**src/rtl/wb_port_arbiter_if.sv**
```systemverilog
// Write-back arbiter bus: pipe and LLU requests in,
// register-file write port and backpressure out.
interface wb_port_arbiter_if #(
  parameter int DATA_W = 32,
  parameter int ADDR_W = 5,
  parameter int CNT_W  = 3
);
  logic              pipe_we;
  logic [ADDR_W-1:0] pipe_rd;
  logic [DATA_W-1:0] pipe_data;
  logic              llu_valid;
  logic [ADDR_W-1:0] llu_rd;
  logic [DATA_W-1:0] llu_data;
  logic              llu_ready;
  logic              rf_we;
  logic [ADDR_W-1:0] rf_rd;
  logic [DATA_W-1:0] rf_wdata;
  logic              pipe_stall;
  logic [CNT_W-1:0]  pend_cnt;

  modport master (
    output pipe_we, pipe_rd, pipe_data,
    output llu_valid, llu_rd, llu_data,
    input  llu_ready, rf_we, rf_rd, rf_wdata,
    input  pipe_stall, pend_cnt
  );

  modport slave (
    input  pipe_we, pipe_rd, pipe_data,
    input  llu_valid, llu_rd, llu_data,
    output llu_ready, rf_we, rf_rd, rf_wdata,
    output pipe_stall, pend_cnt
  );
endinterface

```
**src/rtl/wb_port_arbiter.sv**
```systemverilog
// Register-file write port arbiter: pipe first, LLU via FIFO.
// Define WB_LLU_BYPASS_EN to write LLU results directly when idle.
module wb_port_arbiter #(
  parameter int DATA_W   = 32,
  parameter int ADDR_W   = 5,
  parameter int DEPTH    = 4,
  parameter int MAX_WAIT = 8
) (
  input logic              clk,
  input logic              reset,
  wb_port_arbiter_if.slave bus
);
  localparam int PTR_W  = $clog2(DEPTH);
  localparam int CNT_W  = PTR_W + 1;
  localparam int WAIT_W = $clog2(MAX_WAIT) + 1;
  localparam logic [CNT_W-1:0] FULL =
    CNT_W'(DEPTH);
  localparam logic [WAIT_W-1:0] WAIT_LIM =
    WAIT_W'(MAX_WAIT - 1);

  typedef enum logic [1:0] {
    IDLE,
    PEND,
    FORCE
  } state_t;

  state_t state, state_nxt;

  logic [ADDR_W-1:0] q_rd   [DEPTH];
  logic [DATA_W-1:0] q_data [DEPTH];
  logic [DEPTH-1:0]  q_sq;
  logic [PTR_W-1:0]  wr_ptr, rd_ptr;
  logic [CNT_W-1:0]  cnt, cnt_nxt;
  logic [WAIT_W-1:0] wait_cnt, wait_nxt;

  logic              empty, hs, pipe_ok;
  logic              push, pop, bypass;
  logic              wb_we;
  logic [ADDR_W-1:0] wb_rd;
  logic [DATA_W-1:0] wb_data;

  assign bus.llu_ready = reset & (cnt < FULL);
  assign bus.pend_cnt  = cnt;

  always_ff @(posedge clk or negedge reset) begin
    if (!reset) begin
      state    <= IDLE;
      wait_cnt <= '0;
    end else begin
      state    <= state_nxt;
      wait_cnt <= wait_nxt;
    end
  end

  always_comb begin
    state_nxt = state;
    wait_nxt  = wait_cnt;
    unique case (state)
      IDLE: begin
        if (push && !pop) state_nxt = PEND;
      end
      PEND: begin
        if (pop) begin
          wait_nxt = '0;
          if (cnt_nxt == '0) state_nxt = IDLE;
        end else if (wait_cnt == WAIT_LIM) begin
          state_nxt = FORCE;
          wait_nxt  = '0;
        end else begin
          wait_nxt = wait_cnt + 1'b1;
        end
      end
      FORCE: begin
        wait_nxt  = '0;
        state_nxt = (cnt_nxt == '0) ? IDLE : PEND;
      end
      default: state_nxt = IDLE;
    endcase
  end

  // While stalled the pipe request is ignored, so the head wins the slot.
  always_comb begin
    empty   = (cnt == '0);
    hs      = bus.llu_valid & bus.llu_ready;
    pipe_ok = bus.pipe_we & ~bus.pipe_stall
            & (bus.pipe_rd != '0);
    pop     = ~pipe_ok & ~empty;
    bypass  = 1'b0;
`ifdef WB_LLU_BYPASS_EN
    bypass  = empty & ~pipe_ok & hs
            & (bus.llu_rd != '0);
`endif
    push    = hs & (bus.llu_rd != '0) & ~bypass;
    cnt_nxt = cnt + CNT_W'(push) - CNT_W'(pop);
    wb_we   = 1'b0;
    wb_rd   = bus.rf_rd;
    wb_data = bus.rf_wdata;
    unique case (1'b1)
      pipe_ok: begin
        wb_we   = 1'b1;
        wb_rd   = bus.pipe_rd;
        wb_data = bus.pipe_data;
      end
      pop: begin
        if (!q_sq[rd_ptr]) begin
          wb_we   = 1'b1;
          wb_rd   = q_rd[rd_ptr];
          wb_data = q_data[rd_ptr];
        end
      end
      bypass: begin
        wb_we   = 1'b1;
        wb_rd   = bus.llu_rd;
        wb_data = bus.llu_data;
      end
      default: ;
    endcase
  end

  always_ff @(posedge clk or negedge reset) begin
    if (!reset) begin
      cnt            <= '0;
      wr_ptr         <= '0;
      rd_ptr         <= '0;
      q_sq           <= '0;
      bus.rf_we      <= 1'b0;
      bus.rf_rd      <= '0;
      bus.rf_wdata   <= '0;
      bus.pipe_stall <= 1'b0;
    end else begin
      cnt            <= cnt_nxt;
      bus.rf_we      <= wb_we;
      bus.rf_rd      <= wb_rd;
      bus.rf_wdata   <= wb_data;
      bus.pipe_stall <= (state_nxt == FORCE);
      if (push) wr_ptr <= wr_ptr + 1'b1;
      if (pop)  rd_ptr <= rd_ptr + 1'b1;
      // A newer pipe write kills older queued results to the same reg.
      for (int i = 0; i < DEPTH; i++) begin
        if (pipe_ok && q_rd[i] == bus.pipe_rd)
          q_sq[i] <= 1'b1;
      end
      if (push) q_sq[wr_ptr] <= 1'b0;
    end
  end

  always_ff @(posedge clk) begin
    if (push) begin
      q_rd[wr_ptr]   <= bus.llu_rd;
      q_data[wr_ptr] <= bus.llu_data;
    end
  end
endmodule

```
**src/flat_wrapper.sv**
```systemverilog
// flat-port wrapper written by rule: the top's interface ports become plain ports
module wb_port_arbiter_flat 
#(
  parameter int DATA_W   = 32,
  parameter int ADDR_W   = 5,
  parameter int DEPTH    = 4,
  parameter int MAX_WAIT = 8
)
  (clk, reset, bus_pipe_we, bus_pipe_rd, bus_pipe_data, bus_llu_valid, bus_llu_rd, bus_llu_data, bus_llu_ready, bus_rf_we, bus_rf_rd, bus_rf_wdata, bus_pipe_stall, bus_pend_cnt);
  wb_port_arbiter_if #(.DATA_W(DATA_W), .ADDR_W(ADDR_W), .CNT_W(3)) bus_i ();
  input logic clk;
  input logic reset;
  input wire logic [$bits(bus_i.pipe_we)-1:0] bus_pipe_we;
  input wire logic [$bits(bus_i.pipe_rd)-1:0] bus_pipe_rd;
  input wire logic [$bits(bus_i.pipe_data)-1:0] bus_pipe_data;
  input wire logic [$bits(bus_i.llu_valid)-1:0] bus_llu_valid;
  input wire logic [$bits(bus_i.llu_rd)-1:0] bus_llu_rd;
  input wire logic [$bits(bus_i.llu_data)-1:0] bus_llu_data;
  output wire logic [$bits(bus_i.llu_ready)-1:0] bus_llu_ready;
  output wire logic [$bits(bus_i.rf_we)-1:0] bus_rf_we;
  output wire logic [$bits(bus_i.rf_rd)-1:0] bus_rf_rd;
  output wire logic [$bits(bus_i.rf_wdata)-1:0] bus_rf_wdata;
  output wire logic [$bits(bus_i.pipe_stall)-1:0] bus_pipe_stall;
  output wire logic [$bits(bus_i.pend_cnt)-1:0] bus_pend_cnt;
  assign bus_i.pipe_we = bus_pipe_we;
  assign bus_i.pipe_rd = bus_pipe_rd;
  assign bus_i.pipe_data = bus_pipe_data;
  assign bus_i.llu_valid = bus_llu_valid;
  assign bus_i.llu_rd = bus_llu_rd;
  assign bus_i.llu_data = bus_llu_data;
  assign bus_llu_ready = bus_i.llu_ready;
  assign bus_rf_we = bus_i.rf_we;
  assign bus_rf_rd = bus_i.rf_rd;
  assign bus_rf_wdata = bus_i.rf_wdata;
  assign bus_pipe_stall = bus_i.pipe_stall;
  assign bus_pend_cnt = bus_i.pend_cnt;
  wb_port_arbiter #(.DATA_W(DATA_W), .ADDR_W(ADDR_W), .DEPTH(DEPTH), .MAX_WAIT(MAX_WAIT)) u_core (.clk(clk), .reset(reset), .bus(bus_i));
endmodule
```
**config.mk**
```make
export PLATFORM = sky130hd
export DESIGN_NAME = wb_port_arbiter_flat
export DESIGN_NICKNAME = d
export VERILOG_FILES = /design/src/rtl/wb_port_arbiter_if.sv /design/src/rtl/wb_port_arbiter.sv /design/src/flat_wrapper.sv
export SDC_FILE = /design/constraint.sdc
export NUM_CORES = 1
export LEC_CHECK = 0
export BUFFER_PORTS_ARGS = -buffer_cell sky130_fd_sc_hd__buf_2
export CAP_MARGIN = 40
export CORE_ASPECT_RATIO = 0.75
export CORE_MARGIN = 2
export CORE_UTILIZATION = 60
export CTS_CLUSTER_SIZE = 40
export DETAILED_ROUTE_END_ITERATION = 8
export GPL_ROUTABILITY_DRIVEN = 0
export PLACE_DENSITY = 0.83
export SYNTH_ARGS = -nofsm -noshare
export SYNTH_HDL_FRONTEND = slang
export SYNTH_SLANG_ARGS = --single-unit
```
**constraint.sdc**
```tcl
create_clock -name clk -period 9.1 [get_ports clk]
set_clock_uncertainty 0.1 [all_clocks]
set_input_delay 2.73 -clock clk [delete_from_list [all_inputs] [get_ports clk]]
set_output_delay 2.73 -clock clk [all_outputs]
set_load 0.03 [all_outputs]
```
Word-level counts from Yosys, hierarchy flattened
Memories as Yosys holds them, arrays and structs flattened.
Index checks and enable logic that the tools add are counted.

word-level totals
  flip-flop bits (word level) = 56
  latch bits = 0
  RAM bits = 148
  bits in read-only memories = 0
  input port bits = 78
  output and inout port bits = 43
  logic and storage cells = 82
  memories = 2

memory list
  memory         depth  bits a word  read ports  clocked after memory_dff  wr ports  RTL line               RTL
  u_core.q_data  4      32           1           0                         1         wb_port_arbiter.sv:30  logic [DATA_W-1:0] q_data [DEPTH];
  u_core.q_rd    4      5            5           0                         1         wb_port_arbiter.sv:29  logic [ADDR_W-1:0] q_rd [DEPTH];

cells by class
  $add $sub $neg = 5
  multipliers = 0
  divide/modulo/power cells = 0
  magnitude comparators = 4
  equal/unequal tests = 9
  shift operators = 0
  multiplexer cells = 26
  bitwise logic cells = 11
  reductions and logical operators = 15

operator list
  operator                                             number
  one-hot mux 32 bit (2 select lines)                  1
  two-way mux 32 bit                                   1
  == test 5 bit                                        4
  two-way mux 4 bit                                    3
  two-way mux 1 bit                                    10
  one-hot mux 5 bit (2 select lines)                   1
  nonzero test 5 bit                                   2
  two-way mux 2 bit                                    4
  one-hot mux 4 bit (2 select lines)                   1
  AND 1 bit                                            6
  logical AND 1 bit                                    6
  logical NOT 3 bit                                    2
  < comparator 2 x 3 -> 1 bit (second input constant)  2
  one-hot mux 2 bit (3 select lines)                   1
  two-way mux 5 bit                                    1
  adder 2 x 1 -> 2 bit (second input constant)         2
  adder 4 x 1 -> 4 bit (second input constant)         1
  AND 4 bit                                            1
  == test 2 bit (second input constant)                2
  == test 4 x 3 -> 1 bit (second input constant)       1
  NOT 4 bit                                            1
  nonzero test 2 bit                                   2
  adder 3 x 1 -> 3 bit                                 1
  < comparator 3 bit (second input constant)           1
  11 further kinds                                     13

Depth between registers and ports, before layout
  depth in word-level cells = 11
  depth in mapped cells = 16
  depth with buffers taken out = 13

Worst setup path before layout
Ideal clock, no wire load.

  kind = input-to-output
  start = in reset
  end = out bus_llu_ready
  data arrival time = 3.216 ns
  slack = 3.054 ns
  cell stages on the path = 1
  cells stage by stage = nor2b_1

between the ends
  word-level cells in the longest chain between the ends = 1

RTL lines
  element          RTL line               RTL
  start, declared  flat_wrapper.sv:12     input logic reset;
  AND 1 bit        wb_port_arbiter.sv:42  assign bus.llu_ready = reset & (cnt < FULL);
  end, declared    flat_wrapper.sv:19     output wire logic [$bits(bus_i.llu_ready)-1:0] bus_llu_ready;

Every way passes these cells.

Worst setup path in the final report
Same ends and word-level chain as after synthesis.

==> flow_summary.rst <==
.. list-table::
   :header-rows: 1

   * - Metric
     - Value
   * - Final cycle utilization of the critical path
     - 73.93%
   * - Starting utilization of the core area
     - 61.47%
   * - DR vias
     - 4696
   * - Outcome
     - complete, no violations
   * - Most frequent cells after synthesis
     - 148 x edfxtp_1, 56 x dfrtp_1, 42 x nand2_1, 38 x mux2i_1, 38 x mux4_2
   * - Global-route wire length before repair
     - 26230 um
   * - Post-CTS setup-driven buffer insertion count
     - 0
   * - Count of buffers from port buffering
     - 120
   * - Post-layout net count
     - 702
   * - I/O pin cnt
     - 121
   * - Largest net degree at the start of global routing
     - 58
   * - Worst IR Drop VDD
     - 0.0001754 V
   * - Most used standard cell by instance count after synthesis
     - edfxtp_1
   * - Setup repair after global routing missed its margin
     - no
   * - Resized Gates After CTS
     - 0
   * - Async set-reset flop share out of synthesis
     - 27.45%
   * - Crit path largest cell delay
     - 0.60 ns
   * - Reg2Reg Launch Point
     - u_core.bus.pend_cnt[1]
   * - Slew at the pin closest to its max-slew limit
     - 0.7941 ns
   * - Avg WL per Cell
     - 20.82 um
   * - Iteration-0 DRC count of the detailed router
     - 328
   * - Skew-Pair Late Insertion Delay
     - 0.48 ns
   * - Proportion of layout cells with a drive suffix above 1
     - 34.03%
   * - Post-route DRC
     - 0
   * - Vias per std cell
     - 5.855
   * - Type of the worst setup path
     - in2out
   * - Row count
     - 37
   * - Number of antenna violations at the first check in global routing
     - 1
   * - Cell area reported after detailed placement
     - 9190 um2
   * - Sequential element share of the synthesized area
     - 69.40%
   * - Critical-path top delay cell
     - buf_4
   * - Crit-path cells
     - buf_2 -> buf_4 -> nor2b_1 -> buf_2
   * - Die extent in y
     - 106.6 um
   * - Total global routing overflow
     - 0
   * - Register bit total from synthesis
     - 204
   * - Die boundary width
     - 140.8 um
   * - Register clock-pin slew on the reported worst setup and hold paths
     - 0.06 ns
   * - Slew margin rel.
     - 47.06%
   * - Worst reg2reg setup slack
     - 5.72 ns
   * - Post-synth EDFFs
     - 148
   * - Via count of the first global-routing pass
     - 4950
   * - Average size of a mapped cell
     - 17.23 um2
   * - Crit path DAT
     - 3.90 ns
   * - Library cell used as clock root buffer
     - clkbuf_16
   * - Number of different library cells in the post-synthesis netlist
     - 49
   * - Worst Hold Depth
     - 2
   * - Top cell by count, worst path
     - buf_2
   * - Length in cells of the worst reg-to-reg path
     - 13
   * - Critical Path Sink Type
     - output port
   * - Primary flip-flop cell chosen by synthesis mapping
     - edfxtp_1
   * - FF-to-FF End
     - u_core.bus.pipe_stall
   * - Cell types occupying the most area after synthesis
     - edfxtp_1 53%, dfrtp_1 17%, mux4_2 10%
   * - Area growth, synth to finish
     - 16.59%
   * - Overall routed net length
     - 16700 um
   * - Total non-filler cell area in the finished layout
     - 9821 um2
   * - CTS tree
     - yes
   * - Hold/Removal Path Class
     - reg2reg
   * - Die Footprint
     - 15010 um2
   * - Final TNS setup
     - 0 ns
   * - Max_cap viols
     - 0
   * - Fillers
     - 846
   * - Dominant cell type by area after synthesis
     - edfxtp_1
   * - Count of antenna-violating nets left after detailed routing
     - 0
   * - Maximum net fanout on the critical path
     - 57
   * - Yosys warning total
     - 0
   * - Detailed placer's ending HPWL
     - 10590 um
   * - Hold wc startpoint
     - u_core.bus.rf_wdata[10]
   * - Final Slew Violations
     - 0
   * - Critical path startpoint category
     - input pin
   * - First-pass iteration count of the detailed router
     - 4
   * - Footprint of the multi-input gates
     - 2347 um2
   * - Overall routing resource usage
     - 23.02%
   * - Required time of the critical path
     - 6.27 ns
   * - Endpoint, Worst Hold
     - u_core.bus.rf_wdata[10]
   * - Count of hold-fix buffers inserted at cts
     - 0
   * - Time the worst path needs with I/O delays and setup
     - 6.728 ns
   * - Maximum count of clock buffers along a single path
     - 3
   * - Fin. Hold Viols
     - 0
   * - Number of clock sinks seen by CTS
     - 204
   * - Pwr dens
     - 313.9 nW/um2
   * - Area taken by flip-flops and latches
     - 5848 um2
   * - Setup violation total in the final timing report
     - 0
   * - Timing-limited maximum frequency
     - 0.1486 GHz
   * - Synthesized netlist cell count
     - 489
   * - Static Leakage
     - 3.721 nW
   * - Netlist Area Pre-Place
     - 8423 um2
   * - Post-synth net total
     - 579
   * - Core area
     - 13700 um2
   * - Total CTS buffers
     - 20
   * - Deepest level of the CTS H-tree
     - 1
   * - Share of the synthesized area in the top cell type
     - 52.76%
sequential cells by signal (all words and copies together), names as in the netlist:
name and cells:
u_core.bus.pend_cnt 3, u_core.bus.pipe_stall 1, u_core.bus.rf_rd 5, u_core.bus.rf_wdata 32, u_core.bus.rf_we 1, u_core.q_data 128
u_core.q_rd 20, u_core.q_sq 4, u_core.rd_ptr 2, u_core.state 2, u_core.wait_cnt 4, u_core.wr_ptr 2
worst max-delay path by stage:
stage,startpoint,to,slack [ns],cells after the start
finish,reset,bus_llu_ready,2.37,4
CTS,reset,bus_llu_ready,2.31,4
global route,reset,bus_llu_ready,2.19,4
global placement,reset,bus_llu_ready,2.36,4
floorplan,reset,bus_llu_ready,3.05,1
detailed placement,reset,bus_llu_ready,2.31,4
metal layers:
| metal | global-route usage, % | wire length, um | vias to the layer above |
|---|---|---|---|
| met1 | 31.50 | 6792 | 2352 |
| li1 | - | - | 2114 |
| met5 | 0 | 0 | - |
| met3 | 4.913 | 1334 | 40 |
| met2 | 38.05 | 8090 | 190 |
| met4 | 7.071 | 482 | 0 |
critical path, delay by kind of cell:
family / cells / cell delay, ns
AND/OR/NAND/NOR: 1 / 0.25
buffers and inverters: 3 / 0.90
power breakdown:
part	leakage [nW]	total, mW	switching (mW)	internal (mW)
registers	2.01	1.29	0.111	1.18
clock network	0.314	0.779	0.323	0.456
logic	1.40	1.02	0.612	0.405
cell families (layout without fill, tap and decap cells):
logic type / count (synthesis) / in the layout / share of synthesized area (%)
XOR/XNOR: 24 / 24 / 2.659
buffers and inverters: 38 / 175 / 2.822
adder cells (fa/ha/maj): 12 / 12 / 1.872
AND/OR/NAND/NOR: 80 / 80 / 4.472
multiplexers: 76 / 76 / 14.68
flip-flops: 204 / 204 / 69.40
other: 0 / 1 / 0
AO/OA/AOI/OAI: 55 / 55 / 4.100
area by class of cell:
type                       count  share of cell area, %
antenna                        1                0.02548
clock buffer                  31                  6.141
clock inverter                 5                 0.2548
inverter                      10                 0.3822
multi-input combinational    247                  23.90
timing repair buffer         129                  7.517
tap                          175                  2.230
sequential                   204                  59.55
through the flow:
stage | util, % | std cells | setup slack (ns) | hold slack [ns] | total power, mW
6_report | 71.67 | 802 | 2.372 | 0.3781 | 3.083
5_1_grt | 71.65 | 801 | 2.194 | 0.4104 | 3.236
4_1_cts | 71.65 | 801 | 2.312 | 0.3842 | 3.110
3_5_place_dp | 67.07 | 765 | 2.311 | 0.3706 | 2.323
3_3_place_gp | 66.28 | 760 | 2.363 | 0.3537 | 2.260
2_1_floorplan | - | 489 | 3.054 | 0.3442 | 2.046
layout by cell type, fill, tap and decap left out, types with 2 or more instances in the layout:
| cell type | n |
|---|---|
| edfxtp_1 | 148 |
| clkbuf_1 | 6 |
| nand3_1 | 6 |
| a41oi_1 | 4 |
| clkinv_2 | 5 |
| inv_1 | 10 |
| o21ai_2 | 3 |
| clkbuf_8 | 4 |
| xor2_1 | 13 |
| nor3_1 | 7 |
| o21ai_1 | 35 |
| xnor2_1 | 10 |
| mux2i_1 | 38 |
| dfrtp_1 | 54 |
| mux4_2 | 38 |
| and2_2 | 5 |
| ha_1 | 11 |
| buf_12 | 4 |
| nor2_1 | 8 |
| dfrtp_2 | 2 |
| buf_4 | 4 |
| o31ai_1 | 2 |
| buf_2 | 120 |
| clkbuf_16 | 21 |
| nand2_1 | 42 |
| o21ai_0 | 3 |
No activity file was read; power rests on OpenSTA's default activity.
